==> config.mk <==
export PLATFORM = sky130hd
export DESIGN_NAME = led_matrix_scan_ctrl
export DESIGN_NICKNAME = d
export VERILOG_FILES = /design/src/rtl/led_matrix_scan_ctrl.sv
export SDC_FILE = /design/constraint.sdc
export NUM_CORES = 1
export LEC_CHECK = 0
export CAP_MARGIN = 20
export CORE_ASPECT_RATIO = 0.75
export CORE_UTILIZATION = 52
export CTS_BUF_LIST = sky130_fd_sc_hd__clkbuf_8
export DETAILED_ROUTE_END_ITERATION = 6
export HOLD_SLACK_MARGIN = 0.03
export PLACE_DENSITY_LB_ADDON = 0.05
export SLEW_MARGIN = 20
export SYNTH_ARGS = -nofsm -noshare
export SYNTH_HDL_FRONTEND = slang
export SYNTH_SLANG_ARGS = --single-unit
==> constraint.sdc <==
create_clock -name CLOCK_50 -period 2.9 [get_ports CLOCK_50]
set_input_delay 0.29 -clock CLOCK_50 [delete_from_list [all_inputs] [get_ports CLOCK_50]]
set_output_delay 0.29 -clock CLOCK_50 [all_outputs]
set_load 0.05 [all_outputs]
==> src/rtl/led_matrix_scan_ctrl.sv <==
// led_matrix_scan_ctrl: time-multiplexed scan controller for a 5x7 LED dot matrix.
// Holds a 35-bit frame buffer (5 rows x 7 columns) and a single-pixel write port.
// Drives one row at a time for DWELL cycles and adds a blinking cursor overlay.
// Optional feature: define LED_SCAN_BLANK_EN to insert BLANK_CYC dark cycles
// between rows. Without it, rows are driven back to back.
module led_matrix_scan_ctrl #(
    parameter int DWELL     = 50000,
    parameter int BLANK_CYC = 500,
    parameter int BLINK_BIT = 24
) (
    input  logic       CLOCK_50,
    input  logic       rst,
    input  logic       en,
    input  logic       wr_en,
    input  logic [1:0] wr_op,
    input  logic [2:0] wr_row,
    input  logic [2:0] wr_col,
    input  logic       clr_all,
    input  logic       cursor_en,
    input  logic [2:0] cursor_row,
    input  logic [2:0] cursor_col,
    output logic [4:0] row,
    output logic [6:0] column,
    output logic       frame_start
);

    localparam int DWELL_W = $clog2(DWELL);
    localparam int BLINK_W = BLINK_BIT + 1;

`ifdef LED_SCAN_BLANK_EN
    typedef enum logic [1:0] {IDLE, DRIVE, BLANK} state_t;
    localparam int BLANK_W = $clog2(BLANK_CYC + 1);
    logic [BLANK_W-1:0] blank_q, blank_d;
`else
    typedef enum logic {IDLE, DRIVE} state_t;
`endif

    state_t             state_q, state_d;
    logic [2:0]         row_idx_q, row_idx_d, row_nxt;
    logic [DWELL_W-1:0] dwell_q, dwell_d;
    logic [BLINK_W-1:0] blink_q;
    logic [4:0][6:0]    fb_q, fb_d;
    logic [6:0]         overlay;
    logic               drive_now;

    assign row_nxt   = (row_idx_q == 3'd4) ? 3'd0 : row_idx_q + 3'd1;
    assign drive_now = (state_q == DRIVE) && en;

    // Scan state register: FSM state, current row index and dwell/blank counters.
    always_ff @(posedge CLOCK_50) begin
        // NOTE: sequential state uses non-blocking assignments so every register
        // samples pre-edge values regardless of block ordering.
        if (rst) begin
            state_q   <= IDLE;
            row_idx_q <= 3'd0;
            dwell_q   <= '0;
`ifdef LED_SCAN_BLANK_EN
            blank_q   <= '0;
`endif
        end else begin
            state_q   <= state_d;
            row_idx_q <= row_idx_d;
            dwell_q   <= dwell_d;
`ifdef LED_SCAN_BLANK_EN
            blank_q   <= blank_d;
`endif
        end
    end

    // Next-state logic: dwell on each row, optionally blank, then advance the row.
    always_comb begin
        // NOTE: every comb output gets a default first so no path can infer a latch.
        state_d   = state_q;
        row_idx_d = row_idx_q;
        dwell_d   = dwell_q;
`ifdef LED_SCAN_BLANK_EN
        blank_d   = blank_q;
`endif
        case (state_q)
            IDLE: begin
                state_d   = DRIVE;
                row_idx_d = 3'd0;
                dwell_d   = '0;
            end
            DRIVE: begin
                if (dwell_q == DWELL_W'(DWELL - 1)) begin
                    dwell_d = '0;
`ifdef LED_SCAN_BLANK_EN
                    state_d = BLANK;
                    blank_d = '0;
`else
                    row_idx_d = row_nxt;
`endif
                end else begin
                    dwell_d = dwell_q + DWELL_W'(1);
                end
            end
`ifdef LED_SCAN_BLANK_EN
            BLANK: begin
                if (blank_q == BLANK_W'(BLANK_CYC - 1)) begin
                    state_d   = DRIVE;
                    row_idx_d = row_nxt;
                    blank_d   = '0;
                end else begin
                    blank_d = blank_q + BLANK_W'(1);
                end
            end
`endif
            default: state_d = IDLE;
        endcase
        // Disabling the scan returns to IDLE with everything cleared; the buffer is kept.
        if (!en) begin
            state_d   = IDLE;
            row_idx_d = 3'd0;
            dwell_d   = '0;
`ifdef LED_SCAN_BLANK_EN
            blank_d   = '0;
`endif
        end
    end

    // Frame buffer update: clear-all wins, otherwise apply an in-range pixel op.
    always_comb begin
        fb_d = fb_q;
        if (clr_all) begin
            fb_d = '0;
        end else if (wr_en && (wr_row <= 3'd4) && (wr_col <= 3'd6)) begin
            case (wr_op)
                2'b00:   fb_d[wr_row][wr_col] = 1'b0;
                2'b01:   fb_d[wr_row][wr_col] = 1'b1;
                2'b10:   fb_d[wr_row][wr_col] = ~fb_q[wr_row][wr_col];
                default: fb_d[wr_row][wr_col] = fb_q[wr_row][wr_col];
            endcase
        end
    end

    // Frame buffer and free-running blink counter registers.
    always_ff @(posedge CLOCK_50) begin
        // NOTE: the buffer is small flops, not RAM, so it can be reset to all-dark.
        if (rst) begin
            fb_q    <= '0;
            blink_q <= '0;
        end else begin
            fb_q    <= fb_d;
            blink_q <= blink_q + BLINK_W'(1);
        end
    end

    // Cursor overlay: one-hot cursor column on the cursor's row during the blink-on phase.
    always_comb begin
        overlay = 7'd0;
        if (cursor_en && blink_q[BLINK_BIT] && (cursor_row == row_idx_q) && (cursor_col <= 3'd6))
            overlay = 7'd1 << cursor_col;
    end

    // Registered pin drive; the column uses the post-write buffer so a write shows next cycle.
    always_ff @(posedge CLOCK_50) begin
        if (rst) begin
            row         <= 5'd0;
            column      <= 7'd0;
            frame_start <= 1'b0;
        end else begin
            row         <= drive_now ? (5'd1 << row_idx_q) : 5'd0;
            column      <= drive_now ? (fb_d[row_idx_q] | overlay) : 7'd0;
            frame_start <= drive_now && (row_idx_q == 3'd0) && (dwell_q == '0);
        end
    end

endmodule

# --- Yosys cells after proc, flatten, opt, wreduce, memory -nomap -nowiden ---
# Index checks and enable logic that the tools add are counted.
# Widths: inputs -> output; s select.
op_classes:
  n_addsub: 3
  n_reduce_logical: 15
  n_mux: 22
  n_eq_ne: 6
  bitwise_logic: 8
  n_shift: 2
  n_lt_le_gt_ge: 8
op_table:
  columns: ["cell", "count"]
  rows:
  - ["$pmux 35 s3", 1]
  - ["$bwmux 35", 2]
  - ["$mux 35", 2]
  - ["$bmux 7 s3", 2]
  - ["$and 35x35->35", 1]
  - ["$not 35->35", 1]
  - ["$or 35x35->35", 1]
  - ["$pmux 16 s2", 1]
  - ["$mux 7", 4]
  - ["$add 25x1->25 const B", 1]
  - ["$demux 7 s3", 1]
  - ["$add 16x1->16 const B", 1]
  - ["$eq 16x16->1 const B", 1]
  - ["$logic_not 16->1", 1]
  - ["$mux 16", 1]
  - ["$lt 3x4->1 const B", 3]
  - ["$logic_and 1x1->1", 10]
  - ["$le 3x3->1 const B", 3]
  - ["$or 7x7->7", 1]
  - ["$shl 1x3->7 const A", 1]
  - ["$ge 3x1->1 const B", 2]
  - ["$mux 3", 2]
  - ["$pmux 3 s2", 1]
  - ["$shl 1x3->5 const A", 1]
  - ["other kinds (13)", 19]
totals:
  ff_bits: 93
  in_bits: 20

# --- Depth between registers and ports, before layout ---
# Gate-level depths: netlist of the first run.
logic_depth:
  ltp_word: 14
  ltp_mapped: 12

# --- Worst setup path before layout of the first run ---
# OpenSTA, ideal clock, no wires.
synth_path:
  path_type: "input -> register"
  start: "input port wr_row[0]"
  end: "register column[2]"
  t_arrival_ns: 2.523
  required_time_ns: 2.770
  cell_stages: 10
  setup_time_ns: 0.130
  setup_slack_ns: 0.247
  cell_sequence: "buf_6 mux4_2 a221o_1 and3_4 a211oi_2 xor2_2 buf_6 mux2_2 a311oi_1 o41ai_1"
synth_between:
  elab_chain_cells: 12
synth_rtl:
  columns: ["element", "line", "source"]
  rows:
  - ["start: declaration", "16", "input logic [2:0] wr_row,"]
  - ["$bmux 7 s3 (tied with other cells)", "131, 132", null]
  - ["$mux 7 (not written as such) or $logic_and 1x1->1 (tied branches)", null, null]
  - ["$bmux 1 s3 or $mux 7 (tied branches)", null, null]
  - ["$mux 1 (not written as such) or $demux 7 s3 (tied branches)", null, null]
  - ["$not 1->1 or $not 35->35 (tied branches)", null, null]
  - ["$bwmux 35 or $and 35x35->35 (tied branches)", null, null]
  - ["$pmux 35 s3", "128", "case (wr_op)"]
  - ["$mux 35 (*)", "127", "end else if (wr_en && (wr_row <= 3'd4) && (wr_col <= 3'd6)) begin"]
  - ["$mux 35 (*)", "125", "if (clr_all) begin"]
  - ["$bmux 7 s3 (*)", "164", "column <= drive_now ? (fb_d[row_idx_q] | overlay) : 7'd0;"]
  - ["$mux 7 (not written as such) (*)", "164", null]
  - ["$or 7x7->7 (*)", "164", null]
  - ["end signal: assignment", "164", null]
  - ["end: declaration", "23", "output logic [6:0] column,"]
# Every way passes the cells marked *; elsewhere a longest branch is shown, timed or not. The select of a mux whose other input is x is not followed.
# A chain may end at the register's enable or synchronous reset.

# --- Worst setup path in the final report of the first run ---
layout_path:
  start: "input port wr_row[1]"
  end: "register column[2]"
# The elaborated chain is that of the path after synthesis.

==> metrics.cfg, run 1 <==
[detailed_routing]
drtIter0Drc=426
drc=2
routed_wl_um=13350
dr.pass1.iters=7
drtAntennaViolNets=0
wl_per_cell_um=17.32
viasPerCell=6.004
via_count=4629

[finish]
layout-area-overhead-vs-synth_pct=21.28
nets=683
final_cell_count_no_fill=771
design_area_um2=5756
drive_above_1_share_pct=13.73
antenna_cells=0

[floorplan]
dieArea_um2=9517
rows=29
ios=33
dieHeight_um=84.74
initial_core_util_pct=54.96
die_w_um=112.3
core_um2=8636

[setup_path]
crit_type=input pin to flop
timing.critical_path.fanout_max=16
ff2ff_setup_slack_ns=0.16
start_kind=input pin
critical_path_required_ns=3.13
endpoint_kind=flop
worstPathArrival_ns=2.98

[outcome]
violations=design-rule violations
status=finished, violations left

[placement]
place_inst=755
post_dp_cell_area_um2=5507
place_hpwl_um=9983
port_buffers=32
gp_congestion=0.9869

[logic_synthesis]
synth_cells=586
synth.distinct_cells=65
synth-seq-area-share_pct=39.23
ys_ff_latch=93
yosys.area.top_type_share_pct=39.23
syn_area_per_cell_um2=8.099
async_reset_ff_share_pct=0
yosysWarnings=0
synth-main-ff-cell=dfxtp_1
synth_edf_count=0
netlist.top_cell.by_area=dfxtp_1
syn_nets=611
synthTopCellsByArea=dfxtp_1 (39%), nor2_1 (8.6%), xor2_1 (5.2%)
syn_area_um2=4746

[global_route]
grt-ovfl-total=0
grt_pass1_wl_um=22050
antenna_found_initial=0
grt_pass1_vias=4342
grt_use_total_pct=29.69
grt_max_degree=34

[cts]
cts.path.max_buffers=2
cts.sinks=93
htreeDepth=3
hold_buffers=0
insertion_delay_ns=0.37
cts_tree=done
post-cts-setup-buffers=0
numCtsBuffers=9
cts_root_buf=clkbuf_8
clk_pin_slew_worst_paths_ns=0.09

[sta]
hold_slack_ns=0.4509
rsz0062_at_grt=false
slew_headroom_pct=51.63
post-route-period-util_pct=94.79
hold_viol_final=0
layout_min_cycle_time_ns=2.749
finalSetupViolCount=0
tightest_slew_ns=0.7256
fmax_ghz=0.3638
drv_slew=0
skew_ns=0.008334

[power]
leakage_nw=2.118
p_per_area_nw_per_um2=427.6
power_w=0.002461
vdd_ir_drop_max_mv=0.3494

[worst_hold_path]
hp-class=flop to flop

[flow_run]
maxCapViolations=0

final timing paths:
kind | cells after the start | startpoint | to
worst min register to register | 1 | blink_q[0]$_SDFF_PP0_ | blink_q[0]$_SDFF_PP0_
worst max register to register | 9 | fb_q[15]$_SDFF_PP0_ | column[2]$_SDFF_PP0_
worst min-delay path | 1 | blink_q[0]$_SDFF_PP0_ | blink_q[0]$_SDFF_PP0_
worst max-delay path | 12 | wr_row[1] | column[2]$_SDFF_PP0_
cell type report:
class	count	area (µm²)
Inverter	11	41.29
Multi-Input combinational cell	453	2725
Timing Repair Buffer	90	777.0
Tap cell	108	135.1
Clock inverter	7	91.34
Sequential cell	93	1862
Clock buffer	9	123.9
Fill cell	745	2880
cell usage after synthesis, types with 11 or more instances:
library cell	count
a21oi_1	26
and3_1	13
clkbuf_1	17
dfxtp_1	93
mux2i_1	22
nand2_1	56
nand3_1	36
nor2_1	109
nor3_1	24
o21ai_0	19
xnor2_1	11
xor2_1	28
cell families (layout without fill, tap and decap cells):
| kind of cell | after synthesis | in the layout | share of synthesized area [%] |
|---|---|---|---|
| adder cells (fa/ha/maj) | 5 | 5 | 1.318 |
| multiplexers | 29 | 29 | 6.828 |
| flip-flops | 93 | 93 | 39.23 |
| AND/OR/NAND/NOR | 287 | 287 | 28.34 |
| buffers and inverters | 40 | 117 | 3.875 |
| XOR/XNOR | 40 | 40 | 7.540 |
| AO/OA/AOI/OAI | 92 | 92 | 12.87 |
power by group:
part | leakage (nW) | switching [W] | internal (W)
Sequential | 0.750 | 0.00000470 | 0.00128
Clock | 0.108 | 0.000466 | 0.000483
Combinational | 1.26 | 0.000132 | 0.0000931
layer usage:
layer	vias to the layer above	GRT usage, %	wire length (µm)
met1	2167	42.84	6127
met3	24	7.437	1456
li1	2202	-	-
met4	0	8.848	215
met2	236	43.53	5553
met5	-	0	0
worst max-delay path: stages:
cell,delay [ns]
clkdlybuf4s50_1,0.46
buf_12,0.18
nor2b_1,0.16
a22o_1,0.26
a22oi_2,0.20
o221ai_2,0.14
a211oi_2,0.25
xor2_2,0.11
buf_4,0.20
mux2_2,0.29
a311oi_2,0.29
o41ai_2,0.12
cells in the final DEF, fill, tap and decap left out, types with 6 or more instances in the layout:
| cell type | count |
|---|---|
| a21oi_1 | 26 |
| and3_1 | 13 |
| buf_4 | 56 |
| clkbuf_8 | 9 |
| clkdlybuf4s50_1 | 30 |
| dfxtp_1 | 93 |
| inv_1 | 12 |
| mux2i_1 | 22 |
| nand2_1 | 56 |
| nand3_1 | 36 |
| nand4_1 | 10 |
| nor2_1 | 109 |
| nor3_1 | 24 |
| o21ai_0 | 19 |
| or3_1 | 6 |
| xnor2_1 | 11 |
| xor2_1 | 28 |
registers in the layout, indices dropped and copies added, names as in the netlist:
register	cells
frame_start	1
column	7
blink_q	25
dwell_q	16
fb_q	35
row_idx_q	3
row	5
state_q	1
what timing repair did:
| item | in CTS | in global routing |
|---|---|---|
| setup endpoints to repair | 1 | 8 |
| pin swaps | 0 | 2 |
| endpoints found under the hold margin | 0 | 0 |
| gates resized for setup | 2 | 6 |
metrics by stage:
step / setup TNS (ns) / worst slack (ns) / utilization [%]
5_1_grt: 0 / 0.04219 / 66.65
3_3_place_gp: -2.646 / -0.2701 / 63.76
3_5_place_dp: -4.402 / -0.4033 / 63.76
4_1_cts: 0 / 0.006434 / 66.42
6_report: 0 / 0.1512 / 66.65
2_1_floorplan: 0 / 0.2468 / -
(Power assumes the default switching activity.)
==> run 2, diff against run 1 <==
--- a/config.mk
+++ b/config.mk
@@ -10,9 +10,10 @@
 export CORE_UTILIZATION = 52
 export CTS_BUF_LIST = sky130_fd_sc_hd__clkbuf_8
 export DETAILED_ROUTE_END_ITERATION = 6
+export GPL_TIMING_DRIVEN = 0
 export HOLD_SLACK_MARGIN = 0.03
 export PLACE_DENSITY_LB_ADDON = 0.05
-export SLEW_MARGIN = 20
+export SLEW_MARGIN = 15
 export SYNTH_ARGS = -nofsm -noshare
 export SYNTH_HDL_FRONTEND = slang
 export SYNTH_SLANG_ARGS = --single-unit
==> metrics.cfg, run 2 (same netlist as run 1, synthesis figures left out) <==
[finish]
antenna_cells=0  ; unchanged
top_regs=fb_q: 35 flops, blink_q: 25 flops, dwell_q: 16 flops
final_common_cell=nor2_1
design_area_um2=5436  ; -5.5%
layout-area-overhead-vs-synth_pct=14.55
seqCellArea_um2=1862  ; unchanged
largest_reg_flops=35  ; unchanged
multi_input_area_um2=2753  ; +1.0%
drive_above_1_share_pct=8.057  ; -5.7 points
n_fill_cell=759  ; +1.9%
mostFrequentLayoutCells=nor2_1 (109), dfxtp_1 (93), nand2_1 (56)
largest-register=fb_q
nets=653  ; -4.4%

[cts]
insertion_delay_ns=0.37  ; about the same
numCtsBuffers=9  ; unchanged
cts_root_buf=clkbuf_8
cts.path.max_buffers=2  ; unchanged
clk_pin_slew_worst_paths_ns=0.09  ; about the same
cts.sinks=93  ; unchanged
cts_tree=done
htreeDepth=3  ; unchanged
hold_buffers=0  ; unchanged

[sta]
skew_ns=0.008775  ; +0.0004411 ns
rsz0062_at_grt=false
layout_min_cycle_time_ns=2.810  ; +0.06121 ns
tightest_slew_ns=1.022  ; +0.2963 ns
post-route-period-util_pct=96.90  ; +2.1 points
hold_viol_final=0  ; unchanged
fmax_ghz=0.3559  ; -2.2%
setup_slack_ns=0.08997  ; -0.06121 ns
drv_slew=0  ; unchanged
finalSetupViolCount=0  ; unchanged
slew_headroom_pct=31.35  ; -20 points

[setup_path]
critical_path_required_ns=3.13  ; about the same
cpMostUsedCell=buf_6
cp.buffers_inverters=4  ; +1
crit_family=compound AO/OA/AOI/OAI gates
crit_type=input pin to flop
rr_worst_depth=9  ; unchanged
endpoint_kind=flop
worstPathArrival_ns=3.04  ; +0.06 ns
timing.critical_path.fanout_max=10  ; -6
critical_path_depth=12  ; unchanged
crit_path_top_delay_cell=clkdlybuf4s50_1
crit_chain=clkdlybuf4s50_1, buf_6, buf_4, nand2_1, nor2_1, o41a_1, a211oi_4, xor2_4, buf_6, mux2_2, a311oi_2, o41ai_1
start_kind=input pin
critical-path-max-stage-delay_ns=0.44  ; -0.02 ns

[detailed_routing]
via_count=4493  ; -2.9%
drtAntennaViolNets=0  ; unchanged
viasPerCell=6.063  ; +0.99%
dr.pass1.iters=7  ; unchanged
wl_per_cell_um=17.99  ; +3.9%
drc=2  ; unchanged
drtIter0Drc=491  ; +15%
routed_wl_um=13330  ; -0.16%

[floorplan]
initial_core_util_pct=54.96  ; unchanged
ios=33  ; unchanged
dieHeight_um=84.74  ; unchanged
dieArea_um2=9517  ; unchanged
core_um2=8636  ; unchanged
die_w_um=112.3  ; unchanged
rows=29  ; unchanged

[placement]
gp_congestion=0.9668  ; -2.0%
place_hpwl_um=10010  ; +0.22%
port_buffers=28  ; -13%
post_dp_cell_area_um2=5161  ; -6.3%
dp_worst_setup_slack_ns=-0.8274  ; -0.4241 ns

[outcome]
status=finished, violations left
violations=design-rule violations

[power]
power_frac_clock_pct=35.3  ; -3.3 points
power_w=0.002320  ; -5.7%
p_per_area_nw_per_um2=426.7  ; -0.21%
leakage_nw=1.893  ; -11%
netSwitchingPower_w=0.0006030  ; about the same
p_int_w=0.001717  ; -7.6%
vdd_ir_drop_max_mv=0.2682  ; -23%
p_comb_share_pct=9.3  ; about the same
power_frac_seq_pct=55.5  ; +3.2 points
p_sw_share_pct=25.99  ; +1.5 points

[global_route]
grt_pass1_wl_um=21580  ; -2.2%
grt_use_total_pct=29.63  ; -0.058 points
grt-ovfl-total=0  ; unchanged
antenna_found_initial=0  ; unchanged
grt_max_degree=16  ; -53%
grt_pass1_vias=4161  ; -4.2%

[worst_hold_path]
holdPathStages=2  ; +1
hp-class=input pin to flop

[flow_run]
maxCapViolations=0  ; unchanged

-- run 2: cell count changes in the layout (fill, tap and decap cells not counted), moves of 3 or more --
| cell | previous run | this run |
|---|---|---|
| buf_1 | 0 | 3 |
| buf_4 | 56 | 6 |
| buf_6 | 1 | 4 |
| clkbuf_1 | 0 | 14 |
| clkbuf_2 | 0 | 3 |
| mux2i_1 | 22 | 18 |
| mux2i_2 | 1 | 5 |
-- run 2: area by class of cell --
class / instances / area share [%]
Sequential cell: 93 / 34.25
Multi-Input combinational cell: 453 / 50.63
Clock inverter: 5 / 0.6444
Inverter: 11 / 0.7595
Clock buffer: 11 / 2.785
Tap cell: 108 / 2.486
Buffer: 29 / 2.877
Timing Repair Buffer: 31 / 5.570
-- run 2: what timing repair did --
action,in CTS,in global routing
setup buffers,3,0
cloned,0,0
pin swaps,3,2
gates resized for setup,10,10
setup endpoints to repair,36,11
-- run 2: layer usage --
layer / global-route usage [%] / up-vias / part of all wire [%]
met3: 8.809 / 21 / 11
met5: 0 / - / 0
li1: - / 2144 / -
met1: 43.37 / 2108 / 48
met2: 41.45 / 220 / 39
met4: 9.333 / 0 / 1.8
-- run 2: power groups by stage --
stage,clock network (W),registers [W],logic [W]
after floorplan,0,0.00132,0.000116
after global placement,0,0.00132,0.000195
after detailed placement,0,0.00132,0.000196
after CTS,0.000835,0.00129,0.000207
after global routing,0.000887,0.00129,0.000227
final,0.000818,0.00129,0.000216
-- run 2: final timing paths --
kind	start	end	slack, ns
worst max register to register	fb_q[15]$_SDFF_PP0_	column[2]$_SDFF_PP0_	0.10
worst max-delay path	wr_row[1]	column[2]$_SDFF_PP0_	0.09
worst min-delay path	rst	blink_q[16]$_SDFF_PP0_	0.35
worst min register to register	blink_q[0]$_SDFF_PP0_	blink_q[0]$_SDFF_PP0_	0.44
-- run 2: worst register-to-register path: stages, from the launching register on --
cell      delay [ns]
dfxtp_1         0.34
mux4_2          0.50
a221o_1         0.31
and3_4          0.19
a211oi_4        0.31
xor2_4          0.14
buf_6           0.17
mux2_2          0.30
a311oi_2        0.28
o41ai_1         0.13
-- run 2: metrics by stage --
stage	TNS [ns]	utilization, %	std cells	hold slack, ns
final	0	62.95	741	0.3512
after global routing	0	62.95	741	0.3709
after CTS	0	62.63	741	0.3376
after detailed placement	-24.65	59.77	722	0.4341
after global placement	-25.37	59.77	722	0.4305
after floorplan	0	-	586	0.4132
==> run 3, diff against run 2 <==
--- a/config.mk
+++ b/config.mk
@@ -7,11 +7,13 @@
 export LEC_CHECK = 0
 export CAP_MARGIN = 20
 export CORE_ASPECT_RATIO = 0.75
-export CORE_UTILIZATION = 52
+export CORE_UTILIZATION = 45
 export CTS_BUF_LIST = sky130_fd_sc_hd__clkbuf_8
+export CTS_CLUSTER_DIAMETER = 50
 export DETAILED_ROUTE_END_ITERATION = 6
 export GPL_TIMING_DRIVEN = 0
 export HOLD_SLACK_MARGIN = 0.03
+export MAX_ROUTING_LAYER = met4
 export PLACE_DENSITY_LB_ADDON = 0.05
 export SLEW_MARGIN = 15
 export SYNTH_ARGS = -nofsm -noshare
==> metrics.cfg, run 3 (same netlist as run 1, synthesis figures left out) <==
[outcome]
status=finished clean

[floorplan]
core_um2=10250  ; +19%
ios=33  ; unchanged
initial_core_util_pct=46.30  ; -8.7 points
dieArea_um2=10960  ; +15%
dieHeight_um=90.94  ; +7.3%
rows=32  ; +10%
die_w_um=120.6  ; +7.4%

[sta]
skew_ns=0.006829  ; -0.001947 ns
fmax_ghz=0.3541  ; -0.50%
post-route-period-util_pct=97.38  ; +0.49 points
layout_min_cycle_time_ns=2.824  ; +0.01411 ns
rsz0062_at_grt=false
tns_ns=0  ; unchanged
tightest_slew_ns=0.7280  ; -0.2939 ns
drv_slew=0  ; unchanged
finalSetupViolCount=0  ; unchanged
hold_viol_final=0  ; unchanged
slew_headroom_pct=51.02  ; +20 points

[setup_path]
worstPathArrival_ns=3.11  ; +0.07 ns
ff2ff_setup_slack_ns=0.10  ; about the same
endpoint_kind=flop
r2r_end=column[1]$_SDFF_PP0_
timing.critical_path.fanout_max=10  ; unchanged
r2r-start=fb_q[15]$_SDFF_PP0_
critical_path_required_ns=3.18  ; +0.05 ns
start_kind=input pin
crit_type=input pin to flop
rr_worst_depth=9  ; unchanged

[placement]
gp_congestion=0.9626  ; -0.43%
place_hpwl_um=10110  ; +1.0%
port_buffers=28  ; unchanged
post_dp_cell_area_um2=5196  ; +0.68%

[flow_run]
maxCapViolations=0  ; unchanged

[power]
leakage_nw=1.913  ; +1.0%
p_int_w=0.001761  ; +2.6%
vdd_ir_drop_max_mv=0.3514  ; +31%
netSwitchingPower_w=0.0006423  ; +6.5%
p_per_area_nw_per_um2=434.8  ; +1.9%
power_frac_clock_pct=36.9  ; +1.6 points
p_comb_share_pct=9.6  ; +0.3 points
power_frac_seq_pct=53.5  ; -2.0 points
power_w=0.002404  ; +3.6%
p_sw_share_pct=26.72  ; +0.73 points

[cts]
cts.sinks=93  ; unchanged
numCtsBuffers=9  ; unchanged
cts.path.max_buffers=2  ; unchanged
clk_pin_slew_worst_paths_ns=0.09  ; about the same
cts_root_buf=clkbuf_8
insertion_delay_ns=0.37  ; about the same
cts_tree=done
htreeDepth=3  ; unchanged

[global_route]
grt_pass1_wl_um=21850  ; +1.2%
grt_max_degree=17  ; +1
antenna_found_initial=0  ; unchanged
grt_pass1_vias=4007  ; -3.7%
grt-ovfl-total=0  ; unchanged
grt_use_total_pct=27.04  ; -2.6 points

[finish]
largest-register=fb_q
drive_above_1_share_pct=8.819  ; +0.76 points
design_area_um2=5528  ; +1.7%
final_common_cell=nor2_1
largest_reg_flops=35  ; unchanged
top_regs=fb_q: 35 flops, blink_q: 25 flops, dwell_q: 16 flops
layout-area-overhead-vs-synth_pct=16.48
nets=655  ; +0.31%
utilization_pct=53.93  ; -9.0 points
n_fill_cell=1005  ; +32%
antenna_cells=0  ; unchanged
mostFrequentLayoutCells=nor2_1 (109), dfxtp_1 (93), nand2_1 (56)

[detailed_routing]
wl_per_cell_um=18.50  ; +2.8%
routed_wl_um=14270  ; +7.0%
drc=0  ; -2
viasPerCell=5.792  ; -4.5%
drtIter0Drc=508  ; +3.5%
dr.pass1.iters=5  ; -2
via_count=4466  ; -0.60%
drtAntennaViolNets=0  ; unchanged

[worst_hold_path]
hp-class=input pin to flop
min_from=rst
holdPathStages=2  ; unchanged
min_to=blink_q[16]$_SDFF_PP0_

[run 3: cell types whose count changed in the layout (fill, tap and decap cells not counted), sizes merged]
cell | before | now
buf | 15 | 17
bufinv | 0 | 1
clkbuf | 28 | 26
clkdlybuf4s50 | 28 | 27
clkinv | 4 | 3
clkinvlp | 0 | 1
dlymetal6s2s | 0 | 1
inv | 12 | 13
[run 3: worst max path at each step]
stage                                end      start  cells past startpoint  slack, ns
detailed placement  column[0]$_SDFF_PP0_  wr_row[1]                     12      -0.95
CTS                 column[0]$_SDFF_PP0_  wr_row[1]                     12      0.006
floorplan           column[2]$_SDFF_PP0_  wr_row[0]                     10       0.25
global placement    column[0]$_SDFF_PP0_  wr_row[1]                     12      -0.91
finish              column[1]$_SDFF_PP0_  wr_row[2]                     11       0.08
global route        column[0]$_SDFF_PP0_  wr_col[2]                     12       0.02
[run 3: metal layers]
layer	global-route usage, %	up-vias	share of wire (%)
met1	39.42	2095	48
met2	35.92	212	40
met4	7.407	0	1.2
li1	-	2139	-
met3	7.538	20	10
met5	-	-	0
[run 3: cell type report]
type                       count  area, µm²  area share (%)
buffer                        29      160.2           2.897
clock buffer                   9      123.9           2.241
clock inverter                 7      72.57           1.313
inverter                      11      41.29          0.7469
multi-input combinational    453       2780           50.29
sequential                    93       1862           33.68
tap                          136      170.2           3.078
timing repair buffer          33      317.8           5.749
[run 3: repair_timing]
action | CTS | global route
setup endpoints to repair | 42 | 27
pin swaps | 5 | 6
hold buffers | 0 | 0
buffers inserted | 1 | 3
gates cloned | 0 | 1
resized for setup | 8 | 19
[run 3: metrics by stage]
stage	std cells	hold WS, ns	setup slack, ns
floorplan	586	0.4132	0.2468
global placement	750	0.4246	-0.9131
detailed placement	750	0.4293	-0.9455
CTS	767	0.3542	0.006029
global route	771	0.3752	0.01612
finish	771	0.3311	0.07586
[run 3: power groups by stage]
stage / Clock (W) / Combinational (W) / Sequential [W]
2_1_floorplan: 0 / 0.000116 / 0.00132
4_1_cts: 0.000902 / 0.000212 / 0.00129
3_5_place_dp: 0 / 0.000201 / 0.00132
3_3_place_gp: 0 / 0.000202 / 0.00132
5_1_grt: 0.000950 / 0.000240 / 0.00129
6_report: 0.000887 / 0.000230 / 0.00129
[run 3: worst max-delay path, cell delays in order]
cell	delay, ns
clkdlybuf4s50_1	0.57
inv_1	0.17
nand2_1	0.17
nor2_1	0.07
o41a_1	0.41
a211oi_4	0.33
xor2_4	0.16
buf_6	0.19
mux2i_1	0.37
o32ai_1	0.18
a21o_1	0.18
